[src/rtl/pkt_switch_pkg.sv]
// rtl/pkt_switch_pkg.sv - shared constants, state enum and round-robin helper for the packet switch
package pkt_switch_pkg;

    localparam int unsigned NUM_INGRESS = 3;

    localparam logic [31:0] IP_PORT_A = 32'hC0A8_010A;
    localparam logic [31:0] IP_PORT_B = 32'hC0A8_010B;
    localparam logic [31:0] IP_PORT_C = 32'hC0A8_010C;

    localparam logic [1:0] PORT_A     = 2'd0;
    localparam logic [1:0] PORT_B     = 2'd1;
    localparam logic [1:0] PORT_C     = 2'd2;
    localparam logic [1:0] GRANT_NONE = 2'd3;

    localparam logic [15:0] DROP_CNT_MAX = 16'hFFFF;

    typedef enum logic [1:0] {
        ST_IDLE = 2'd0,
        ST_FWD  = 2'd1,
        ST_DROP = 2'd2
    } arb_state_t;

    typedef struct packed {
        logic       found;
        logic [1:0] idx;
    } rr_pick_t;

    function automatic logic [1:0] next_port(input logic [1:0] p);
        return (p >= PORT_C) ? PORT_A : p + 2'd1;
    endfunction

    // First set bit of mask, scanning upward from ptr+1 and wrapping modulo 3.
    function automatic rr_pick_t rr_pick(input logic [2:0] mask, input logic [1:0] ptr);
        rr_pick_t   res;
        logic [1:0] idx;
        res.found = 1'b0;
        res.idx   = GRANT_NONE;
        idx       = ptr;
        for (int k = 0; k < 3; k++) begin
            idx = next_port(idx);
            if (!res.found && mask[idx]) begin
                res.found = 1'b1;
                res.idx   = idx;
            end
        end
        return res;
    endfunction

endpackage

[src/rtl/ip_port_mapper.sv]
// rtl/ip_port_mapper.sv - decodes a destination IP into an egress port select plus invalid flag
module ip_port_mapper
    import pkt_switch_pkg::*;
(
    input  logic [31:0] ip,
    output logic [1:0]  port,
    output logic        invalid
);

    always_comb begin
        port    = GRANT_NONE;
        invalid = 1'b1;
        case (ip)
            IP_PORT_A: begin
                port    = PORT_A;
                invalid = 1'b0;
            end
            IP_PORT_B: begin
                port    = PORT_B;
                invalid = 1'b0;
            end
            IP_PORT_C: begin
                port    = PORT_C;
                invalid = 1'b0;
            end
            default: ;
        endcase
    end

endmodule

[src/rtl/egress_rr_arbiter.sv]
// rtl/egress_rr_arbiter.sv - packet-granular round-robin arbiter feeding one egress port, with optional drop of unroutable packets
module egress_rr_arbiter #(
    parameter int unsigned EGRESS_PORT   = 0,
    parameter bit          DROP_EN       = 1'b0,
    parameter logic [15:0] DROP_CNT_INIT = 16'h0000
) (
    input  logic        clk,
    input  logic        reset,
    input  logic [2:0]  in_req,
    input  logic [31:0] in_dst_ip0,
    input  logic [31:0] in_dst_ip1,
    input  logic [31:0] in_dst_ip2,
    input  logic [2:0]  in_valid,
    input  logic [2:0]  in_last,
    input  logic [31:0] in_data0,
    input  logic [31:0] in_data1,
    input  logic [31:0] in_data2,
    output logic [2:0]  in_ready,
    output logic        out_valid,
    output logic        out_last,
    output logic [31:0] out_data,
    input  logic        out_ready,
    output logic [1:0]  grant_id,
    output logic [15:0] drop_cnt
);

    import pkt_switch_pkg::*;

    localparam logic [1:0] EGRESS_SEL = 2'(EGRESS_PORT);

    arb_state_t  state, state_nx;
    logic [1:0]  grant, grant_nx;
    logic [1:0]  rr_ptr, rr_ptr_nx;
    logic        drop_done;

    logic [31:0] dst_ip   [NUM_INGRESS];
    logic [1:0]  port_sel [NUM_INGRESS];
    logic [2:0]  ip_invalid;
    logic [2:0]  elig;
    logic [2:0]  drop_elig;
    rr_pick_t    pick_fwd;
    rr_pick_t    pick_drop;

    logic        g_valid;
    logic        g_last;
    logic [31:0] g_data;
    logic [2:0]  grant_onehot;

    assign dst_ip[0] = in_dst_ip0;
    assign dst_ip[1] = in_dst_ip1;
    assign dst_ip[2] = in_dst_ip2;

    for (genvar i = 0; i < NUM_INGRESS; i++) begin : g_map
        ip_port_mapper u_map (
            .ip      (dst_ip[i]),
            .port    (port_sel[i]),
            .invalid (ip_invalid[i])
        );
    end

    always_comb begin
        elig      = '0;
        drop_elig = '0;
        for (int i = 0; i < NUM_INGRESS; i++) begin
            elig[i]      = in_req[i] && !ip_invalid[i] && (port_sel[i] == EGRESS_SEL);
            drop_elig[i] = in_req[i] && ip_invalid[i] && DROP_EN;
        end
    end

    assign pick_fwd  = rr_pick(elig, rr_ptr);
    assign pick_drop = rr_pick(drop_elig, rr_ptr);

    // Granted-ingress beat mux; GRANT_NONE selects nothing.
    always_comb begin
        g_valid = 1'b0;
        g_last  = 1'b0;
        g_data  = '0;
        case (grant)
            PORT_A: begin
                g_valid = in_valid[0];
                g_last  = in_last[0];
                g_data  = in_data0;
            end
            PORT_B: begin
                g_valid = in_valid[1];
                g_last  = in_last[1];
                g_data  = in_data1;
            end
            PORT_C: begin
                g_valid = in_valid[2];
                g_last  = in_last[2];
                g_data  = in_data2;
            end
            default: ;
        endcase
    end

    assign grant_onehot = 3'b001 << grant;
    assign grant_id     = grant;

    always_ff @(posedge clk or posedge reset) begin
        if (reset) begin
            state    <= ST_IDLE;
            grant    <= GRANT_NONE;
            rr_ptr   <= PORT_C;
            drop_cnt <= DROP_CNT_INIT;
        end else begin
            state  <= state_nx;
            grant  <= grant_nx;
            rr_ptr <= rr_ptr_nx;
            if (drop_done && (drop_cnt != DROP_CNT_MAX)) begin
                drop_cnt <= drop_cnt + 16'd1;
            end
        end
    end

    always_comb begin
        state_nx  = state;
        grant_nx  = grant;
        rr_ptr_nx = rr_ptr;
        drop_done = 1'b0;
        out_valid = 1'b0;
        out_last  = 1'b0;
        out_data  = '0;
        in_ready  = '0;
        case (state)
            ST_IDLE: begin
                // Routable traffic always wins over discards in the same cycle.
                if (pick_fwd.found) begin
                    state_nx = ST_FWD;
                    grant_nx = pick_fwd.idx;
                end else if (pick_drop.found) begin
                    state_nx = ST_DROP;
                    grant_nx = pick_drop.idx;
                end
            end
            ST_FWD: begin
                out_valid = g_valid;
                out_last  = g_last;
                out_data  = g_data;
                in_ready  = grant_onehot & {3{out_ready}};
                if (g_valid && out_ready && g_last) begin
                    state_nx  = ST_IDLE;
                    grant_nx  = GRANT_NONE;
                    rr_ptr_nx = grant;
                end
            end
            ST_DROP: begin
                in_ready = grant_onehot;
                if (g_valid && g_last) begin
                    state_nx  = ST_IDLE;
                    grant_nx  = GRANT_NONE;
                    rr_ptr_nx = grant;
                    drop_done = 1'b1;
                end
            end
            default: begin
                state_nx = ST_IDLE;
                grant_nx = GRANT_NONE;
            end
        endcase
    end

endmodule

[config.mk]
export PLATFORM = sky130hd
export DESIGN_NAME = egress_rr_arbiter
export DESIGN_NICKNAME = d
export VERILOG_FILES = /design/src/rtl/pkt_switch_pkg.sv /design/src/rtl/ip_port_mapper.sv /design/src/rtl/egress_rr_arbiter.sv
export SDC_FILE = /design/constraint.sdc
export NUM_CORES = 1
export LEC_CHECK = 0
export BUFFER_PORTS_ARGS = -buffer_cell sky130_fd_sc_hd__buf_2
export CAP_MARGIN = 20
export CORE_AREA = 2 2 101 103
export CTS_CLUSTER_SIZE = 16
export DETAILED_ROUTE_END_ITERATION = 6
export DIE_AREA = 0 0 103 105
export SETUP_SLACK_MARGIN = 0.3
export SLEW_MARGIN = 10
export SYNTH_ARGS = -nofsm -noshare
export SYNTH_HDL_FRONTEND = slang
export SYNTH_SLANG_ARGS = --single-unit
[constraint.sdc]
create_clock -name clk -period 5.4 [get_ports clk]
set_input_delay 0.27 -clock clk [delete_from_list [all_inputs] [get_ports clk]]
set_output_delay 0.27 -clock clk [all_outputs]
set_load 0.02 [all_outputs]
==> results of run 1 <==
## routing by layer
metal | routed length, µm | part of all wire, % | GRT usage [%] | up-vias
li1 | - | - | - | 1586
met1 | 3920 | 40 | 20.3 | 1416
met2 | 5310 | 54 | 32.3 | 119
met3 | 518 | 5.3 | 2.07 | 6
met4 | 62 | 0.63 | 1.88 | 0
met5 | 0 | 0 | 0 | -
## power groups by stage
stage          Combinational [µW]  Sequential (µW)  Clock (µW)
4_1_cts                       346              226         158
3_3_place_gp                  338              227           0
2_1_floorplan                 239              217           0
5_1_grt                       377              232         167
3_5_place_dp                  344              229           0
6_report                      341              227         155
## layout make-up
type | instances | area (µm²) | area share [%]
inverters | 7 | 26.3 | 0.694
clock inverters | 1 | 30.0 | 0.793
repair buffers | 260 | 1310 | 34.5
well taps | 133 | 166 | 4.40
multi-input cells | 257 | 1660 | 43.9
flip-flops and latches | 22 | 554 | 14.6
clock buffers | 3 | 41.3 | 1.09
## synth_stat cells, drive strengths merged, types with 2 or more instances
cell type / number / area (µm²)
nand4: 16 / 106
nor4: 7 / 43.8
nand3: 5 / 30.0
nor3b: 4 / 30.0
a211oi: 2 / 15.0
nand3b: 2 / 15.0
a21oi: 34 / 170
nor4b: 9 / 78.8
and4b: 3 / 30.0
clkbuf: 10 / 37.5
buf: 12 / 100
mux2: 3 / 33.8
dfrtp: 19 / 475
nor3: 8 / 40.0
mux2i: 35 / 350
dfstp: 3 / 78.8
and3: 7 / 43.8
inv: 6 / 22.5
nand2: 4 / 15.0
nor2b: 5 / 33.8
a31oi: 2 / 12.5
nor2: 75 / 282
and2: 4 / 25.0
ha: 4 / 50.1
nor4bb: 3 / 30.0
a2bb2oi: 2 / 17.5
xnor2: 14 / 123
## cells by family after synthesis
family | after synthesis
AO/OA/AOI/OAI | 45
XOR/XNOR | 15
adder cells (fa/ha/maj) | 4
buffers and inverters | 29
flip-flops | 22
multiplexers | 38
AND/OR/NAND/NOR | 155
## metrics by stage
| stage | instance area (µm²) | hold WS, ns | power [µW] | utilization [%] | worst slack, ns |
|---|---|---|---|---|---|
| 3_3_place_gp | 3710 | 0.474 | 565 | 38.5 | 2.70 |
| 2_1_floorplan | 2380 | 0.257 | 456 | - | 3.24 |
| 6_report | 3780 | 0.183 | 723 | 39.3 | 2.64 |
| 5_1_grt | 3780 | 0.280 | 775 | 39.3 | 2.45 |
| 4_1_cts | 3780 | 0.223 | 729 | 39.3 | 2.62 |
| 3_5_place_dp | 3710 | 0.485 | 573 | 38.5 | 2.62 |
## path summary, 6_finish.rpt
kind / start / endpoint / slack (ns) / cells after the start
setup / recovery: grant_id[0] / drop_cnt[1] / 2.64 / 6
hold / removal: reset / drop_cnt[4] / 0.18 / 2
setup reg to reg: grant_id[0] / drop_cnt[1] / 2.64 / 6
hold reg to reg: drop_cnt[4] / drop_cnt[4] / 0.50 / 1
max in group asynchronous: reset / drop_cnt[14] / 4.67 / 2
min in group clk: in_dst_ip2[9] / state[0] / 0.46 / 6
## state kept, by name, indices dropped and copies added (netlist names)
| name | count |
|---|---|
| state | 2 |
| drop_cnt | 16 |
| grant_id | 2 |
| rr_ptr | 2 |
## worst register-to-register path, cell delays in order, from the launching register on
cell       delay (ns)
dfstp_2          0.58
buf_4            0.52
mux2i_1          0.17
a2bb2oi_1        0.20
nor3_1           0.19
and3_1           0.58
mux2_2           0.41
==> reports/results.txt, run 1 <==
Finished Layout Cells -> 683
Die area -> 10800 µm²
Setup violations, final -> 0
Worst-path cell chain -> buf_4 > mux2i_1 > a2bb2oi_1 > nor3_1 > and3_1 > mux2_2
Vias in the first global route -> 3073
CP Max Fanout -> 38
Initial DRT Pass Iterations -> 4
Final setup TNS -> 0 ns
Buf/Inv on CP -> 1
Crit end category -> flip-flop
Post-synth EDFFs -> 0
Sw frac -> 36.9%
Via count -> 3127
Clock Sinks -> 22
Die Span X -> 103 µm
RSZ-0062 raised after global routing -> no
Int Pwr -> 457 µW
IO buf count -> 258
Primary FF master, synth -> dfrtp_1
Slowest cell on the critical path -> dfstp_2
Register area share after synthesis -> 23.3%
Placed cells -> 679
# DRC -> 0
Synth Area in Simple Gates -> 34.7%
Mapped Avg Cell Area -> 7.72 µm²
Startpoint Class -> flip-flop
Iter 0 DRT Violations -> 94
Fin crit share -> 51.1%
CP required -> 5.56 ns
P_sw -> 266 µW
Max-cap viol count -> 0
Worst hold path type -> in2async
CP delay by family, top -> simple AND/OR/NAND/NOR gates
Ys async rst share -> 100%
Yosys warns -> 0
Peak supply drop -> 0.0000995 V
CORE AREA -> 9640 µm²
# fillers -> 1051
Root buf cell -> clkbuf_8
CTS Buf Count -> 3
Largest net degree at the start of global routing -> 43
Main combinational cell family by area after synthesis -> simple AND/OR/NAND/NOR gates
Cell Area, Synth -> 2380 µm²
Tmin final -> 2.76 ns
Max Clk Rate -> 363 MHz
WL/cell -> 14.4 µm
Cell Pwr Density -> 191 nW/µm²
Cell count after synthesis -> 308
Gp weighted congestion -> 0.842
Comb pwr share -> 47.2%
Area growth, synth to finish -> 59.1%
First-pass GRT wire length -> 14900 µm
Final hold violations -> 0
Worst path max stage delay -> 0.58 ns
GR Overflow Total -> 0
Syn_nets -> 516
Crit Path Category -> reg2reg
Post-CTS setup buffer count -> 0
CTS tree -> done
Commonest non-fill, non-tap cell in the layout -> buf_2
Commonest cells after routing, fill and taps aside -> buf_2 (258), nor2_1 (75), mux2i_1 (35), a21oi_1 (34), dfrtp_1 (19)
Clock Tree Buf Depth -> 2
Vias/cell -> 4.58
Synth unique cells -> 45
Post-DP HPWL -> 8230 µm
Cts hold-fix bufs -> 0
Die H -> 105 µm
Nets -> 759
Initial antenna violation count -> 0
Slew @ Worst Pin -> 0.888 ns
PostCTS Resize Cnt -> 0
Sequential power share -> 31.3%
Max transition margin -> 40.4%
H-tree depth -> 1
Layout Skew -> 0.00232 ns
IO Count -> 259
Status -> finished clean
Initial Utilization -> 24.7%
Post-synthesis xor/xnor area fraction -> 5.52%
Worst Path Arrival -> 2.91 ns
Leak pwr -> 0.00212 µW
Adder-cell share of the synthesized area -> 2.10%
Ant diodes -> 0
Routed WL -> 9820 µm
Tot GR Track Use -> 16.9%
Layout cells sized above 1 -> 49.6%
Clock power frac -> 21.5%
Post-synthesis mux area share -> 16.1%
Clock slew at reported path FFs -> 0.08 ns
Number of antenna-violating nets in the routed design -> 0
Clock latency at the later pin of the worst-skew pair -> 0.26 ns
Compound-cell area share of the yosys netlist -> 11.4%
# rows -> 36
Slew Viols, Final -> 0
Yosys reg bits -> 22
Note: power is estimated with default switching activity, not from simulation.
==> inputs of run 2 (changes only) <==
--- a/config.mk
+++ b/config.mk
@@ -7,10 +7,10 @@
 export LEC_CHECK = 0
 export BUFFER_PORTS_ARGS = -buffer_cell sky130_fd_sc_hd__buf_2
 export CAP_MARGIN = 20
-export CORE_AREA = 2 2 101 103
+export CORE_AREA = 2 2 99 101
 export CTS_CLUSTER_SIZE = 16
 export DETAILED_ROUTE_END_ITERATION = 6
-export DIE_AREA = 0 0 103 105
+export DIE_AREA = 0 0 101 103
 export SETUP_SLACK_MARGIN = 0.3
 export SLEW_MARGIN = 10
 export SYNTH_ARGS = -nofsm -noshare
==> constraint.sdc (replaced) <==
create_clock -name clk -period 2.7 [get_ports clk]
set_input_delay 0.135 -clock clk [delete_from_list [all_inputs] [get_ports clk]]
set_output_delay 0.135 -clock clk [all_outputs]
set_load 0.02 [all_outputs]
==> run 2 against run 1 <==
Against the previous run:
- via count up 2.1%
- cell area up 0.20%
- sequential power up 96%
- highest routed layer unchanged
- first-iteration DRC count down 23%
- count of clock-buffer cells in the layout unchanged
- combinational power up 110%
- critical path depth unchanged
- register-to-register slack worse by 2.1 ns
- clock skew up 0.0011 ns
- power up 100%
- setup slack worse by 2.1 ns
==> reports/results.txt, run 2 (synthesized netlist as in run 1, its figures left out) <==
Area growth, synth to finish -> 59.4%
# DRC -> 0 (unchanged)
Post-DP HPWL -> 8040 µm (-2.4%)
Crit Path Category -> reg2out
Most used cell, CP -> nor2_1
Initial DRT Pass Iterations -> 4 (unchanged)
Slew Viols, Final -> 0 (unchanged)
Fin crit share -> 80.6%
Vias/cell -> 4.79 (+4.5%)
First-pass GRT wire length -> 13700 µm (-8.3%)
CTS Buf Count -> 3 (unchanged)
Cell Pwr Density -> 385 nW/µm² (+100%)
Final core utilization -> 40.1% (+0.83 points)
RSZ-0062 raised after global routing -> no
Clock slew at reported path FFs -> 0.08 ns (about the same)
Max transition margin -> 44.0% (+3.5 points)
Initial antenna violation count -> 0 (unchanged)
Setup WS post-layout -> 0.524 ns (-2.12 ns)
Leak pwr -> 0.00213 µW (+0.65%)
Max FFs per register -> 16 (unchanged)
Clock Tree Buf Depth -> 2 (unchanged)
IO Count -> 259 (unchanged)
Root buf cell -> clkbuf_8
# fillers -> 1009 (-4.0%)
Die H -> 103 µm (-1.9%)
# rows -> 36 (unchanged)
Worst Path Arrival -> 2.04 ns (-0.87 ns)
Cts hold-fix bufs -> 0 (unchanged)
Tmin final -> 2.18 ns
Tot GR Track Use -> 16.3% (-0.64 points)
Commonest cells after routing, fill and taps aside -> buf_2 (258), nor2_1 (75), mux2i_1 (35), a21oi_1 (34), dfrtp_1 (19)
Status -> finished clean
Largest net degree at the start of global routing -> 35 (-19%)
Layout Skew -> 0.00343 ns (+0.00110 ns)
Iter 0 DRT Violations -> 72 (-23%)
CTS tree -> done
GR Overflow Total -> 0 (unchanged)
Clock latency at the later pin of the worst-skew pair -> 0.26 ns (about the same)
Vias in the first global route -> 2879 (-6.3%)
Ant diodes -> 0 (unchanged)
Number of antenna-violating nets in the routed design -> 0 (unchanged)
Peak supply drop -> 0.000213 V (+110%)
Max Clk Rate -> 459 MHz
Clock Sinks -> 22 (unchanged)
CP required -> 2.57 ns (-2.99 ns)
Worst path max stage delay -> 0.75 ns (+0.17 ns)
Setup violations, final -> 0 (unchanged)
Final hold violations -> 0 (unchanged)
Worst-path cell chain -> buf_6 > mux2i_1 > nor2_1 > a21oi_1 > nor2_1 > buf_2
Post-CTS setup buffer count -> 0 (unchanged)
Layout cells sized above 1 -> 50.1% (+0.45 points)
Slew @ Worst Pin -> 0.839 ns (-0.0486 ns)
Biggest register -> drop_cnt
IO buf count -> 258 (unchanged)
Routed WL -> 9440 µm (-3.8%)
CP Max Fanout -> 28 (-26%)
H-tree depth -> 1 (unchanged)
Hold_ws -> 0.0255 ns (-0.158 ns)
Die area -> 10400 µm² (-3.8%)
Final setup TNS -> 0 ns (unchanged)
Slowest cell on the critical path -> dfstp_4
Max-cap viol count -> 0 (unchanged)
Nets -> 762 (+0.40%)
Crit end category -> primary output
CORE AREA -> 9460 µm² (-1.9%)
Pre-CTS setup slack -> 0.352 ns (-2.26 ns)
WL/cell -> 14.2 µm (-1.5%)
Gp weighted congestion -> 0.867 (+3.0%)
Startpoint Class -> flip-flop
Commonest non-fill, non-tap cell in the layout -> buf_2
Initial Utilization -> 25.1% (+0.47 points)
Die Span X -> 101 µm (-1.9%)
Worst hold path type -> in2async
Via count -> 3192 (+2.1%)
run 2: repair_timing:
item | in CTS | in global routing
endpoints found under the hold margin | 0 | 0
resized for setup | 0 | 3
setup endpoints to repair | 0 | 39
run 2: layout make-up:
cell class	count	area [µm²]	share of cell area (%)
clock buffer	3	41.3	1.09
clock inverter	1	30.0	0.792
inverter	7	26.3	0.693
multi-input combinational	257	1660	43.8
sequential	22	558	14.7
tap	114	143	3.76
timing repair buffer	263	1330	35.1
run 2: critical path: cells and delay by family (launching register included):
family / cells / cell delay, ns
and+or+nand+nor: 2 / 0.10
muxes: 1 / 0.23
buffers and inverters: 2 / 0.51
AOI/OAI and AO/OA: 1 / 0.16
DFF: 1 / 0.75
run 2: worst paths after layout:
| check | end | cells after the start | start | slack, ns |
|---|---|---|---|---|
| min in group clk | state[0] | 6 | in_dst_ip2[14] | 0.33 |
| hold / removal | drop_cnt[8] | 2 | reset | 0.03 |
| hold reg to reg | drop_cnt[4] | 1 | drop_cnt[4] | 0.49 |
| setup / recovery | out_data[16] | 6 | grant_id[0] | 0.52 |
| setup reg to reg | grant_id[0] | 7 | grant_id[1] | 0.53 |
| max in group asynchronous | drop_cnt[14] | 2 | reset | 2.15 |
run 2: power breakdown:
part,switching [µW],internal [µW]
Clock,110,198
Combinational,356,348
Sequential,66.8,379
Total,533,925
run 2: metrics by stage:
step | cells | total power [µW] | area, µm²
2_1_floorplan | 308 | 912 | 2380
3_3_place_gp | 663 | 1140 | 3710
3_5_place_dp | 663 | 1150 | 3710
4_1_cts | 667 | 1470 | 3780
5_1_grt | 667 | 1570 | 3790
6_report | 667 | 1460 | 3790
run 2: metal layers:
layer	routed length, µm	share of wire [%]	track usage [%]	up-vias
met4	57	0.60	3.12	0
met1	3780	40	19.8	1461
met5	0	0	0	-
li1	-	-	-	1599
met2	5110	54	31.3	128
met3	498	5.3	1.36	4
